### config.mk
export PLATFORM = sky130hd
export DESIGN_NAME = pc_fetch_flat
export DESIGN_NICKNAME = d
export VERILOG_FILES = /design/src/rtl/rv_pkg.sv /design/src/rtl/pc_fetch_if.sv /design/src/rtl/fetch_skid.sv /design/src/rtl/pc_fetch.sv /design/src/flat_wrapper.sv
export SDC_FILE = /design/constraint.sdc
export NUM_CORES = 1
export LEC_CHECK = 0
export CORE_MARGIN = 2
export CORE_UTILIZATION = 40
export DETAILED_ROUTE_END_ITERATION = 8
export GPL_ROUTABILITY_DRIVEN = 0
export PLACE_DENSITY = 0.68
export SYNTH_ARGS = -nofsm -noshare
export SYNTH_HDL_FRONTEND = slang
export SYNTH_HIERARCHICAL = 1
export SYNTH_SLANG_ARGS = --single-unit
### constraint.sdc
create_clock -name clk_i -period 4.4 [get_ports clk_i]
set_input_delay 0.88 -clock clk_i [delete_from_list [all_inputs] [get_ports clk_i]]
set_output_delay 0.88 -clock clk_i [all_outputs]
set_load 0.005 [all_outputs]
### src/rtl/rv_pkg.sv
// Shared fetch types and constants: reset defaults, FSM states, fetch packet.
package rv_pkg;

  localparam int unsigned XLEN = 32;

  localparam logic [XLEN-1:0] RESET_PC_DEF  = 32'h0000_0000;
  localparam logic [XLEN-1:0] NOP_INSTR_DEF = 32'h0000_0013;  // addi x0,x0,0

  typedef enum logic [1:0] {
    BOOT = 2'd0,
    RUN  = 2'd1,
    HOLD = 2'd2
  } fetch_state_e;

  typedef struct packed {
    logic [XLEN-1:0] pc;
    logic [XLEN-1:0] instr;
  } if_pkt_t;

  // Word-align a redirect target
  function automatic logic [XLEN-1:0] align_pc(input logic [XLEN-1:0] a);
    return {a[XLEN-1:2], 2'b00};
  endfunction

endpackage

### src/rtl/pc_fetch_if.sv
// Fetch-to-decode valid/ready handshake carrying one {pc, instr} pair.
interface pc_fetch_if;
  import rv_pkg::*;

  logic            if_valid_o;
  logic            if_ready_i;
  logic [XLEN-1:0] if_pc_o;
  logic [XLEN-1:0] if_instr_o;

  modport master (output if_valid_o, output if_pc_o, output if_instr_o, input if_ready_i);
  modport slave  (input if_valid_o, input if_pc_o, input if_instr_o, output if_ready_i);
endinterface

### src/rtl/fetch_skid.sv
// Single-entry skid buffer for returning fetch packets; push wins over pop.
module fetch_skid
  import rv_pkg::*;
(
  input  logic    clk_i,
  input  logic    rst_i,
  input  logic    i_push,
  input  logic    i_pop,
  input  logic    i_flush,
  input  if_pkt_t i_data,
  output if_pkt_t o_data,
  output logic    o_valid
);

  logic    r_valid;
  if_pkt_t r_data;

  // Entry storage: flush clears, push (re)loads, pop empties
  always_ff @(posedge clk_i or posedge rst_i) begin
    if (rst_i) begin
      r_valid <= 1'b0;
      r_data  <= '0;
    end else if (i_flush) begin
      r_valid <= 1'b0;
    end else if (i_push) begin
      r_valid <= 1'b1;
      r_data  <= i_data;
    end else if (i_pop) begin
      r_valid <= 1'b0;
    end
  end

  assign o_valid = r_valid;
  assign o_data  = r_data;

endmodule

### src/rtl/pc_fetch.sv
// Instruction-fetch front end: owns the PC, issues imem requests, delivers
// {pc, instr} to decode and flushes in-flight work on redirects.
module pc_fetch
  import rv_pkg::*;
#(
  parameter logic [XLEN-1:0] RESET_PC  = RESET_PC_DEF,
  parameter logic [XLEN-1:0] NOP_INSTR = NOP_INSTR_DEF
) (
  input  logic            clk_i,
  input  logic            rst_i,
  input  logic [XLEN-1:0] pc_four_i,
  output logic [XLEN-1:0] pc_o,
  output logic            imem_req_o,
  input  logic [XLEN-1:0] imem_rdata_i,
  input  logic            br_taken_i,
  input  logic [XLEN-1:0] br_target_i,
  pc_fetch_if.master      dec,
  output logic            misalign_o
);

  fetch_state_e    r_state;
  fetch_state_e    w_state_nxt;
  logic [XLEN-1:0] r_pc;
  logic [XLEN-1:0] r_inflight_pc;
  logic            r_inflight;
  logic            r_valid;
  logic            r_misalign;
  if_pkt_t         r_out;

  logic            w_req;
  logic            w_fire;
  logic            w_out_free;
  logic            w_skid_valid;
  logic            w_skid_push;
  logic            w_skid_pop;
  if_pkt_t         w_skid_data;
  if_pkt_t         w_ret_pkt;

  assign w_fire     = r_valid & dec.if_ready_i;
  assign w_out_free = ~r_valid | w_fire;
  assign w_ret_pkt  = '{pc: r_inflight_pc, instr: imem_rdata_i};
  // Skid refills the output first; return data then takes the skid slot
  assign w_skid_pop  = ~br_taken_i & w_skid_valid & w_out_free;
  assign w_skid_push = ~br_taken_i & r_inflight & (w_skid_pop | ~w_out_free);

  fetch_skid u_skid (
    .clk_i   (clk_i),
    .rst_i   (rst_i),
    .i_push  (w_skid_push),
    .i_pop   (w_skid_pop),
    .i_flush (br_taken_i),
    .i_data  (w_ret_pkt),
    .o_data  (w_skid_data),
    .o_valid (w_skid_valid)
  );

  // FSM state register
  always_ff @(posedge clk_i or posedge rst_i) begin
    if (rst_i) r_state <= BOOT;
    else       r_state <= w_state_nxt;
  end

  // FSM next state: redirects always land in RUN
  always_comb begin
    w_state_nxt = r_state;
    unique case (r_state)
      BOOT:    w_state_nxt = RUN;
      RUN:     if (w_skid_push) w_state_nxt = HOLD;
      HOLD:    if (br_taken_i || (w_skid_pop && !w_skid_push)) w_state_nxt = RUN;
      default: w_state_nxt = BOOT;
    endcase
  end

  // FSM output: request only when the returning word is guaranteed a slot
  always_comb begin
    w_req = (r_state == RUN) && !br_taken_i && !w_skid_valid &&
            (!r_valid || dec.if_ready_i || !r_inflight);
  end

  // PC, in-flight tracking and misalignment pulse
  always_ff @(posedge clk_i or posedge rst_i) begin
    if (rst_i) begin
      r_pc          <= RESET_PC;
      r_inflight    <= 1'b0;
      r_inflight_pc <= '0;
      r_misalign    <= 1'b0;
    end else begin
      r_misalign <= br_taken_i && (br_target_i[1:0] != 2'b00);
      if (br_taken_i) begin
        r_pc       <= align_pc(br_target_i);
        r_inflight <= 1'b0;
      end else if (w_req) begin
        r_pc          <= pc_four_i;
        r_inflight    <= 1'b1;
        r_inflight_pc <= r_pc;
      end else begin
        r_inflight <= 1'b0;
      end
    end
  end

  // Decode-facing output register
  always_ff @(posedge clk_i or posedge rst_i) begin
    if (rst_i) begin
      r_valid <= 1'b0;
      r_out   <= '{pc: '0, instr: NOP_INSTR};
    end else if (br_taken_i) begin
      r_valid     <= 1'b0;
      r_out.instr <= NOP_INSTR;
    end else if (w_skid_pop) begin
      r_valid <= 1'b1;
      r_out   <= w_skid_data;
    end else if (r_inflight && w_out_free) begin
      r_valid <= 1'b1;
      r_out   <= w_ret_pkt;
    end else if (w_fire) begin
      r_valid <= 1'b0;
    end
  end

  assign pc_o           = r_pc;
  assign imem_req_o     = w_req;
  assign misalign_o     = r_misalign;
  assign dec.if_valid_o = r_valid;
  assign dec.if_pc_o    = r_out.pc;
  assign dec.if_instr_o = r_out.instr;

endmodule

### src/flat_wrapper.sv
// flat-port wrapper written by rule: the top's interface ports become plain ports
module pc_fetch_flat import rv_pkg::*;
#(
  parameter logic [XLEN-1:0] RESET_PC  = RESET_PC_DEF,
  parameter logic [XLEN-1:0] NOP_INSTR = NOP_INSTR_DEF
)
  (clk_i, rst_i, pc_four_i, pc_o, imem_req_o, imem_rdata_i, br_taken_i, br_target_i, misalign_o, dec_if_valid_o, dec_if_pc_o, dec_if_instr_o, dec_if_ready_i);
  pc_fetch_if dec_i ();
  input  logic clk_i;
  input  logic rst_i;
  input  logic [XLEN-1:0] pc_four_i;
  output logic [XLEN-1:0] pc_o;
  output logic imem_req_o;
  input  logic [XLEN-1:0] imem_rdata_i;
  input  logic br_taken_i;
  input  logic [XLEN-1:0] br_target_i;
  output logic misalign_o;
  output wire logic [$bits(dec_i.if_valid_o)-1:0] dec_if_valid_o;
  output wire logic [$bits(dec_i.if_pc_o)-1:0] dec_if_pc_o;
  output wire logic [$bits(dec_i.if_instr_o)-1:0] dec_if_instr_o;
  input wire logic [$bits(dec_i.if_ready_i)-1:0] dec_if_ready_i;
  assign dec_if_valid_o = dec_i.if_valid_o;
  assign dec_if_pc_o = dec_i.if_pc_o;
  assign dec_if_instr_o = dec_i.if_instr_o;
  assign dec_i.if_ready_i = dec_if_ready_i;
  pc_fetch #(.RESET_PC(RESET_PC), .NOP_INSTR(NOP_INSTR)) u_core (.clk_i(clk_i), .rst_i(rst_i), .pc_four_i(pc_four_i), .pc_o(pc_o), .imem_req_o(imem_req_o), .imem_rdata_i(imem_rdata_i), .br_taken_i(br_taken_i), .br_target_i(br_target_i), .dec(dec_i), .misalign_o(misalign_o));
endmodule
==> impl_metrics.json, run 1 <==
{
  "avgViaCountPerCell": 5.63,
  "synth_area_per_cell_um2": 12.2,
  "cts_made_buffers": 17,
  "hpwl_um": 14500,
  "ios": 199,
  "ant_nets": 0,
  "grt_max_degree": 83,
  "netlist_top_cells_area": "dfrtp_1 (52%), mux2_4 (9.7%), a2111oi_0 (6.0%)",
  "comb_power_share_pct": 27.2,
  "worstSetupPathType": "in2out",
  "ir_drop_v": 0.000244,
  "dp.cells": 1206,
  "holdCritStartpoint": "u_core/u_skid/o_data[24]",
  "drv_cap": 0,
  "synth_warnings": 6,
  "port_buffers": 198,
  "syn_area_um2": 9330,
  "htree_levels": 4,
  "yosys.cell_types.count": 38,
  "drtIter0Drc": 467,
  "final_cell_mix": "clkdlybuf4s50_1 (197), dfrtp_1 (194), a2111oi_0 (64)",
  "relSlewSlack_pct": 31.6,
  "critPathLaunchType": "input port",
  "root_buffer": "clkbuf_16",
  "finalNetCount": 1012,
  "antenna_found_initial": 0,
  "diodes": 0,
  "cts_resized": 0,
  "rows": 55,
  "die_w_um": 157,
  "hold_buffers": 0,
  "worstReg2RegStart": "u_core/u_skid/o_valid",
  "cell_internal_pwr_mw": 4.18,
  "hold_end": "u_core/dec.if_instr_o[24]",
  "syn_nets": 863,
  "synth-compound-area-share_pct": 19.7,
  "mostFrequentLayoutCell": "clkdlybuf4s50_1",
  "path_max_fanout": 5,
  "seq_area_frac_synth_pct": 53.1,
  "rrSetupSlack_ns": 1.61,
  "timing.setup.tns_ns": 0,
  "coreArea_um2": 22800,
  "synth_xor_area_share_pct": 0,
  "dieArea_um2": 24600,
  "setup_viol": 0,
  "grt_pass1_wl_um": 39500,
  "end_kind": "output port",
  "routedWlPerCell_um": 19.6,
  "required_ns": 3.52,
  "seqPwrFrac_pct": 46.4,
  "power_switching_mw": 1.75,
  "synth-simple-area-share_pct": 6.13,
  "period_needed_ns": 3.17,
  "yosys.area.top_type_share_pct": 52.3,
  "swShare_pct": 29.6,
  "initial_core_util_pct": 41.0,
  "rsz0062_at_grt": "false",
  "synth_top_family_by_area": "compound AO/OA/AOI/OAI gates",
  "grt_usage_pct": 20.3,
  "drc": 0,
  "area_growth_pct": 28.2,
  "status": "finished clean",
  "post_cts_buffers": 0,
  "reg2reg_to": "u_core/dec.if_instr_o[19]",
  "reg2regPathDepth": 4,
  "whs_path_depth": 1,
  "yosys.area_share.adder_pct": 0,
  "worst_pin_slew_ns": 1.03,
  "post-route-period-util_pct": 72.0,
  "drive_gt1_share_pct": 14.3,
  "ys_ff_latch": 198,
  "drtPass1Iterations": 5,
  "clkTransAtPathRegs_ns": 0.08,
  "drt_wl_total_um": 24200,
  "finalNonFillerCells": 1238,
  "fillers": 1982,
  "max_freq_mhz": 316,
  "cts_tree": "done",
  "grt_remaining_overflow": 0,
  "p_leak_nw": 4.91,
  "clkLatencyLatePin_ns": 0.43,
  "cellPowerDensity_nw_per_um2": 496,
  "die_h_um": 157,
  "hold_path_class": "reg2reg",
  "clockPowerShare_pct": 26.4,
  "fin_skew_ns": 0.0106,
  "clockBufferDepth": 2,
  "finalHoldViolations": 0,
  "syn_inst": 763,
  "first_global_vias": 7242,
  "synthMuxAreaShare_pct": 14.0,
  "cts_sinks": 198,
  "vias": 6967,
  "synth_largest_area_cell": "dfrtp_1",
  "drv_slew": 0,
  "worstPathArrival_ns": 2.29
}
[registers in the layout, summed over array words and instances, names as in the netlist]
signal                 cells
u_core/dec.if_instr_o     32
u_core/pc_o               32
u_core/u_skid/o_valid      1
u_core/misalign_o          1
u_core/u_skid/o_data      64
u_core/dec.if_pc_o        32
u_core/r_state             2
u_core/r_inflight_pc      32
u_core/r_inflight          1
u_core/dec.if_valid_o      1
[layer usage]
layer  track usage [%]  vias up  wire length (um)
li1                  -     3213                 -
met1              26.7     3504             10800
met2              33.8      222             11800
met3              4.26       28              1250
met4              6.16        0               371
met5                 0        -                 0
[worst max path at each step]
stage / start / endpoint / slack (ns) / cells past startpoint
2_1_floorplan: rst_i / u_core/dec.if_instr_o[10] / 1.87 / 1
3_3_place_gp: br_taken_i / imem_req_o / 1.23 / 5
3_5_place_dp: br_taken_i / imem_req_o / 1.23 / 5
4_1_cts: br_taken_i / imem_req_o / 1.23 / 5
5_1_grt: u_core/u_skid/o_valid / imem_req_o / 1.13 / 4
6_report: dec_if_ready_i / imem_req_o / 1.23 / 5
[through the flow]
stage / hold WS [ns] / setup slack (ns) / utilization [%] / total power, mW / area, um2
after CTS: 0.491 / 1.23 / 52.5 / 5.99 / 12000
after detailed placement: 0.485 / 1.23 / 50.0 / 4.40 / 11400
after global routing: 0.520 / 1.13 / 52.5 / 6.26 / 12000
after floorplan: 0.476 / 1.87 / - / 3.59 / 9340
after global placement: 0.485 / 1.23 / 50.0 / 4.35 / 11400
final: 0.486 / 1.23 / 52.5 / 5.93 / 12000
[Yosys cell counts]
library cell,number
o311a_1,1
buf_4,3
buf_12,7
dfrtp_1,195
clkbuf_1,50
mux2_4,60
nor4b_4,1
a2111oi_0,64
o31ai_1,35
buf_1,2
nor2b_1,1
a2bb2oi_1,3
or2_1,1
mux2_2,4
nor2_1,5
a31o_1,2
buf_6,4
nand2_2,1
nand3_1,30
nor3_1,1
inv_4,1
o311ai_1,31
inv_1,35
o21ai_1,2
nand2b_1,31
nand2_1,32
nor2b_4,1
a221o_1,29
mux2_1,32
a21oi_1,35
nand3b_1,2
inv_2,2
dfstp_2,3
a21oi_2,1
a221oi_1,1
a31oi_1,32
and3_1,2
buf_2,21
[cell families after synthesis]
group	after synthesis
simple gates	108
mux	96
compound gates	236
flops	198
buf+inv	125
[critical path, cell delays in order]
cell,delay [ns]
clkdlybuf4s50_1,0.54
nand3b_1,0.17
nand2_2,0.12
inv_1,0.08
clkdlybuf4s50_1,0.49
[cell type report]
| cell class | instances | area, um2 | share of cell area, % |
|---|---|---|---|
| Sequential cell | 198 | 4960 | 41.5 |
| Clock inverter | 14 | 158 | 1.32 |
| Clock buffer | 18 | 429 | 3.59 |
| Timing Repair Buffer | 217 | 2130 | 17.8 |
| Multi-Input combinational cell | 440 | 3740 | 31.3 |
| Tap cell | 313 | 392 | 3.27 |
| Inverter | 38 | 150 | 1.25 |
[power by group through the flow]
stage	Sequential, mW	Clock, mW	Combinational, mW
CTS	2.75	1.61	1.63
detailed placement	2.77	0	1.62
finish	2.75	1.57	1.61
global route	2.82	1.69	1.76
floorplan	2.67	0	0.916
global placement	2.76	0	1.59
(Power assumes the default switching activity.)
==> inputs of run 2 (changes only) <==
PLACE_DENSITY = 0.65   (was 0.68)
clock period = 3.2 ns   (was 4.4 ns; I/O delays follow)
==> impl_metrics.json, run 2 (synthesis gave the netlist of run 1 again) <==
{
  "initial_core_util_pct": 41.0,
  "worst_pin_slew_ns": 1.06,
  "placed_area_um2": 11500,
  "avgViaCountPerCell": 5.70,
  "grt_usage_pct": 20.7,
  "worstPathArrival_ns": 2.15,
  "drc": 0,
  "clockBufferDepth": 2,
  "clkTransAtPathRegs_ns": 0.07,
  "coreArea_um2": 22800,
  "drv_slew": 0,
  "dieArea_um2": 24600,
  "routedWlPerCell_um": 20.0,
  "post-route-period-util_pct": 87.0,
  "end_kind": "output port",
  "max_stage_delay_ns": 0.54,
  "seq_area_um2": 4960,
  "drive_gt1_share_pct": 14.8,
  "root_buffer": "clkbuf_16",
  "cpLargestDelayFamily": "buffers and inverters",
  "drtIter0Drc": 414,
  "hold_path_class": "reg2reg",
  "period_needed_ns": 2.79,
  "drv_cap": 0,
  "cellPowerDensity_nw_per_um2": 675,
  "clkLatencyLatePin_ns": 0.43,
  "htree_levels": 4,
  "grt_remaining_overflow": 0,
  "area_growth_pct": 29.6,
  "p_leak_nw": 4.96,
  "drt_wl_total_um": 24900,
  "antenna_found_initial": 0,
  "path_common_cell": "clkdlybuf4s50_1",
  "worstSetupPathType": "in2out",
  "finalNetCount": 1018,
  "hpwl_um": 14900,
  "path_cells": "clkdlybuf4s50_1 > nand3b_1 > nand2_2 > inv_1 > clkdlybuf4s50_1",
  "port_buffers": 198,
  "critPathLaunchType": "input port",
  "status": "finished clean",
  "diodes": 0,
  "fin_area_um2": 12100,
  "die_w_um": 157,
  "rsz0062_at_grt": "false",
  "cts_made_buffers": 17,
  "required_ns": 2.56,
  "multiInputGateArea_um2": 3750,
  "hold_buffers": 0,
  "slowest_stage": "clkdlybuf4s50_1",
  "path_max_fanout": 5,
  "final_cell_mix": "clkdlybuf4s50_1 (197), dfrtp_1 (194), a2111oi_0 (64)",
  "fin_skew_ns": 0.0142,
  "max_freq_mhz": 359,
  "crit_buf_inv": 3,
  "grt_max_degree": 113,
  "die_h_um": 157,
  "rows": 55,
  "finalHoldViolations": 0,
  "relSlewSlack_pct": 29.4,
  "ir_drop_v": 0.000381,
  "mostFrequentLayoutCell": "clkdlybuf4s50_1",
  "cts_sinks": 198,
  "first_global_vias": 7198,
  "ant_nets": 0,
  "post_cts_buffers": 0,
  "cts_resized": 0,
  "cts_tree": "done",
  "drtPass1Iterations": 5,
  "timing.setup.tns_ns": 0,
  "ios": 199,
  "fillers": 2008,
  "largest_register_ffs": 64,
  "grt_pass1_wl_um": 39800,
  "vias": 7093,
  "setup_viol": 0
}
[run 2: layout make-up]
type                       instances  area share (%)
clock buffer                      18            3.55
clock inverter                    14            1.27
inverter                          38            1.24
tap                              313            3.24
sequential                       198            41.0
multi-input combinational        440            31.0
timing repair buffer             223            18.7
[run 2: stage by stage]
stage | total power [mW] | setup WS [ns] | std cells | utilization, % | hold WS (ns)
3_5_place_dp | 6.07 | 0.435 | 1212 | 50.5 | 0.488
4_1_cts | 8.23 | 0.416 | 1244 | 53.1 | 0.500
6_report | 8.16 | 0.415 | 1244 | 53.1 | 0.496
3_3_place_gp | 6.01 | 0.431 | 1212 | 50.5 | 0.484
5_1_grt | 8.61 | 0.328 | 1244 | 53.1 | 0.506
2_1_floorplan | 4.93 | 0.911 | 763 | - | 0.476
[run 2: routing by layer]
metal / track usage [%] / vias up / routed length, um
met5: 0 / - / 0
met4: 6.68 / 0 / 510
met1: 26.9 / 3601 / 11100
met3: 5.15 / 26 / 1450
li1: - / 3228 / -
met2: 33.9 / 238 / 11900
[run 2: worst paths after layout]
kind | slack [ns] | cells after the start | end | start
worst max-delay path | 0.41 | 5 | imem_req_o | dec_if_ready_i
worst min-delay path | 0.50 | 1 | u_core/dec.if_instr_o[24] | u_core/u_skid/o_data[24]
worst max register to register | 1.04 | 6 | u_core/u_skid/o_data[24] | u_core/u_skid/o_valid
worst min register to register | 0.50 | 1 | u_core/dec.if_instr_o[24] | u_core/u_skid/o_data[24]
max in group asynchronous | 1.83 | 3 | u_core/u_skid/o_data[24] | rst_i
min in group asynchronous | 0.67 | 2 | u_core/misalign_o | rst_i
[run 2: power by group]
| group | leakage (nW) | internal (mW) | switching [mW] | total, mW |
|---|---|---|---|---|
| Sequential | 2.42 | 3.25 | 0.514 | 3.77 |
| Clock | 0.287 | 1.05 | 1.07 | 2.12 |
| Combinational | 2.25 | 1.39 | 0.877 | 2.27 |
| Total | 4.96 | 5.70 | 2.46 | 8.16 |
==> inputs of run 3 (changes only) <==
GPL_TIMING_DRIVEN = 0   (was default)
PLACE_DENSITY = 0.67   (was 0.65)
SYNTH_HIERARCHICAL = default   (was 1)
==> impl_metrics.json, run 3 <==
{
  "grt_usage_pct": 18.6,
  "hold_path_class": "reg2reg",
  "hpwl_um": 14300,
  "worstReg2RegStart": "u_core.dec.if_valid_o",
  "worstPathArrival_ns": 2.38,
  "die_h_um": 147,
  "yosys.cell_count.top_type": "dfrtp_1",
  "drv_cap": 0,
  "required_ns": 2.56,
  "synth_largest_area_cell": "dfrtp_1",
  "clockBufferDepth": 2,
  "die_w_um": 147,
  "reg2regPathDepth": 5,
  "ir_drop_v": 0.000344,
  "whs_ns": 0.491,
  "drt_wl_total_um": 19500,
  "ios": 199,
  "drive_gt1_share_pct": 15.4,
  "synth-compound-area-share_pct": 12.5,
  "mostFrequentLayoutCell": "clkdlybuf4s50_1",
  "cts_made_buffers": 17,
  "grt_pass1_wl_um": 31500,
  "synth_top_family_by_area": "multiplexers",
  "final.setup.worst_slack_ns": 0.175,
  "period_needed_ns": 3.02,
  "largest_register_ffs": 64,
  "ant_nets": 0,
  "coreArea_um2": 20200,
  "drv_slew": 0,
  "seq_area_frac_synth_pct": 60.3,
  "clkTransAtPathRegs_ns": 0.07,
  "endpoint": "imem_req_o",
  "synth_area_per_cell_um2": 13.8,
  "port_buffers": 197,
  "post_cts_buffers": 0,
  "dieArea_um2": 21700,
  "startpoint": "br_taken_i",
  "dp_slack_ns": 0.0461,
  "drtPass1Iterations": 4,
  "setup_viol": 0,
  "utilization_pct": 55.7,
  "synth_xor_area_share_pct": 0,
  "antenna_found_initial": 2,
  "max_freq_mhz": 331,
  "yosys.area_share.adder_pct": 0,
  "final_cell_mix": "clkdlybuf4s50_1 (197), dfrtp_1 (195), mux2i_1 (64)",
  "finalNetCount": 915,
  "yosys.cell_types.count": 33,
  "initial_core_util_pct": 40.7,
  "netlist_top_cells_area": "dfrtp_1 (59%), mux2_2 (7.8%), mux2i_1 (7.8%)",
  "diodes": 0,
  "worst_pin_slew_ns": 0.667,
  "grt_remaining_overflow": 0,
  "cts_tree": "done",
  "multiInputGateArea_um2": 2980,
  "post-route-period-util_pct": 94.5,
  "synth_ff_type": "dfrtp_1",
  "finalHoldViolations": 0,
  "syn_area_um2": 8220,
  "htree_levels": 4,
  "cts_sinks": 198,
  "reg2reg_to": "u_core.r_inflight_pc[31]",
  "path_max_fanout": 10,
  "yosys-top-cells-count": "dfrtp_1 (195), mux2i_1 (64), mux2_2 (57)",
  "status": "finished clean",
  "seq_area_um2": 4960,
  "fin_area_um2": 11200,
  "syn_inst": 595,
  "rows": 52,
  "avgViaCountPerCell": 5.12,
  "drc": 0,
  "grt_max_degree": 47,
  "root_buffer": "clkbuf_16",
  "cellPowerDensity_nw_per_um2": 710,
  "drtIter0Drc": 185,
  "p_leak_nw": 5.32,
  "relSlewSlack_pct": 55.4,
  "area_growth_pct": 36.6,
  "yosys.area.top_type_share_pct": 59.4,
  "syn_nets": 695,
  "vias": 5616,
  "first_global_vias": 6051,
  "synth_warnings": 0,
  "critPathLaunchType": "input port",
  "routedWlPerCell_um": 17.7,
  "dp.cells": 1066,
  "synthMuxAreaShare_pct": 21.0,
  "synth_enable_flop_cells": 0,
  "fin_skew_ns": 0.00874,
  "finalNonFillerCells": 1097,
  "ys_ff_latch": 198,
  "rrSetupSlack_ns": 1.08,
  "synthArstFlopShare_pct": 100,
  "synth-simple-area-share_pct": 2.85,
  "placed_area_um2": 10600,
  "rsz0062_at_grt": "false",
  "worstSetupPathType": "in2out",
  "clkLatencyLatePin_ns": 0.42,
  "fillers": 1655,
  "end_kind": "output port"
}
==> run 3: how the worst min path moves through the flow <==
stage / from / end / cells past startpoint
2_1_floorplan: u_core.u_skid.o_data[0] / u_core.u_skid.o_data[0] / 1
3_3_place_gp: u_core.dec.if_instr_o[15] / u_core.dec.if_instr_o[15] / 1
3_5_place_dp: u_core.dec.if_pc_o[7] / u_core.dec.if_pc_o[7] / 2
4_1_cts: u_core.dec.if_instr_o[7] / u_core.dec.if_instr_o[7] / 1
5_1_grt: u_core.dec.if_instr_o[5] / u_core.dec.if_instr_o[5] / 1
6_report: u_core.dec.if_pc_o[2] / u_core.dec.if_pc_o[2] / 2
==> run 3: through the flow <==
step | setup TNS, ns | power, mW
detailed placement | 0 | 5.83
global placement | -262.81 | 5.70
finish | 0 | 7.98
CTS | 0 | 8.07
floorplan | 0 | 4.72
global route | 0 | 8.43
==> run 3: routing by layer <==
metal  global-route usage [%]  share of wire (%)  vias to the layer above
met4                     5.53                1.5                        2
met2                     30.7                 48                      186
li1                         -                  -                     2602
met3                     4.84                5.8                       25
met5                        0              0.046                        -
met1                     24.2                 45                     2801
==> run 3: where the power goes <==
group          internal [mW]  leakage [nW]  switching (mW)
combinational           1.23          2.59           0.707
sequential              3.32          2.43           0.503
clock                   1.30         0.296           0.924
total                   5.84          5.32            2.13
==> run 3: cells by family (layout without fill, tap and decap cells) <==
| logic type | Yosys count | count (layout) |
|---|---|---|
| flops | 198 | 198 |
| compound gates | 137 | 137 |
| simple gates | 52 | 52 |
| buf+inv | 48 | 280 |
| mux | 160 | 160 |
==> run 3: repair_timing <==
action / 4_1_cts / 5_1_grt
endpoints found under the setup margin: 0 / 1
hold endpoints to repair: 0 / 0
gates resized for setup: 0 / 1
hold buffers: 0 / 0
==> run 3: worst max-delay path, cell delays in order <==
cell and delay (ns):
clkbuf_1 0.25, buf_1 0.37, a2111oi_1 0.48, clkdlybuf4s50_1 0.64
==> run 3: cell type report <==
cell class | instances | share of cell area (%)
clock buffer | 21 | 4.19
multi-input combinational | 349 | 26.6
inverter | 6 | 0.234
timing repair buffer | 201 | 18.3
clock inverter | 10 | 1.29
sequential | 198 | 44.2
tap | 270 | 3.01
buffer | 42 | 2.26
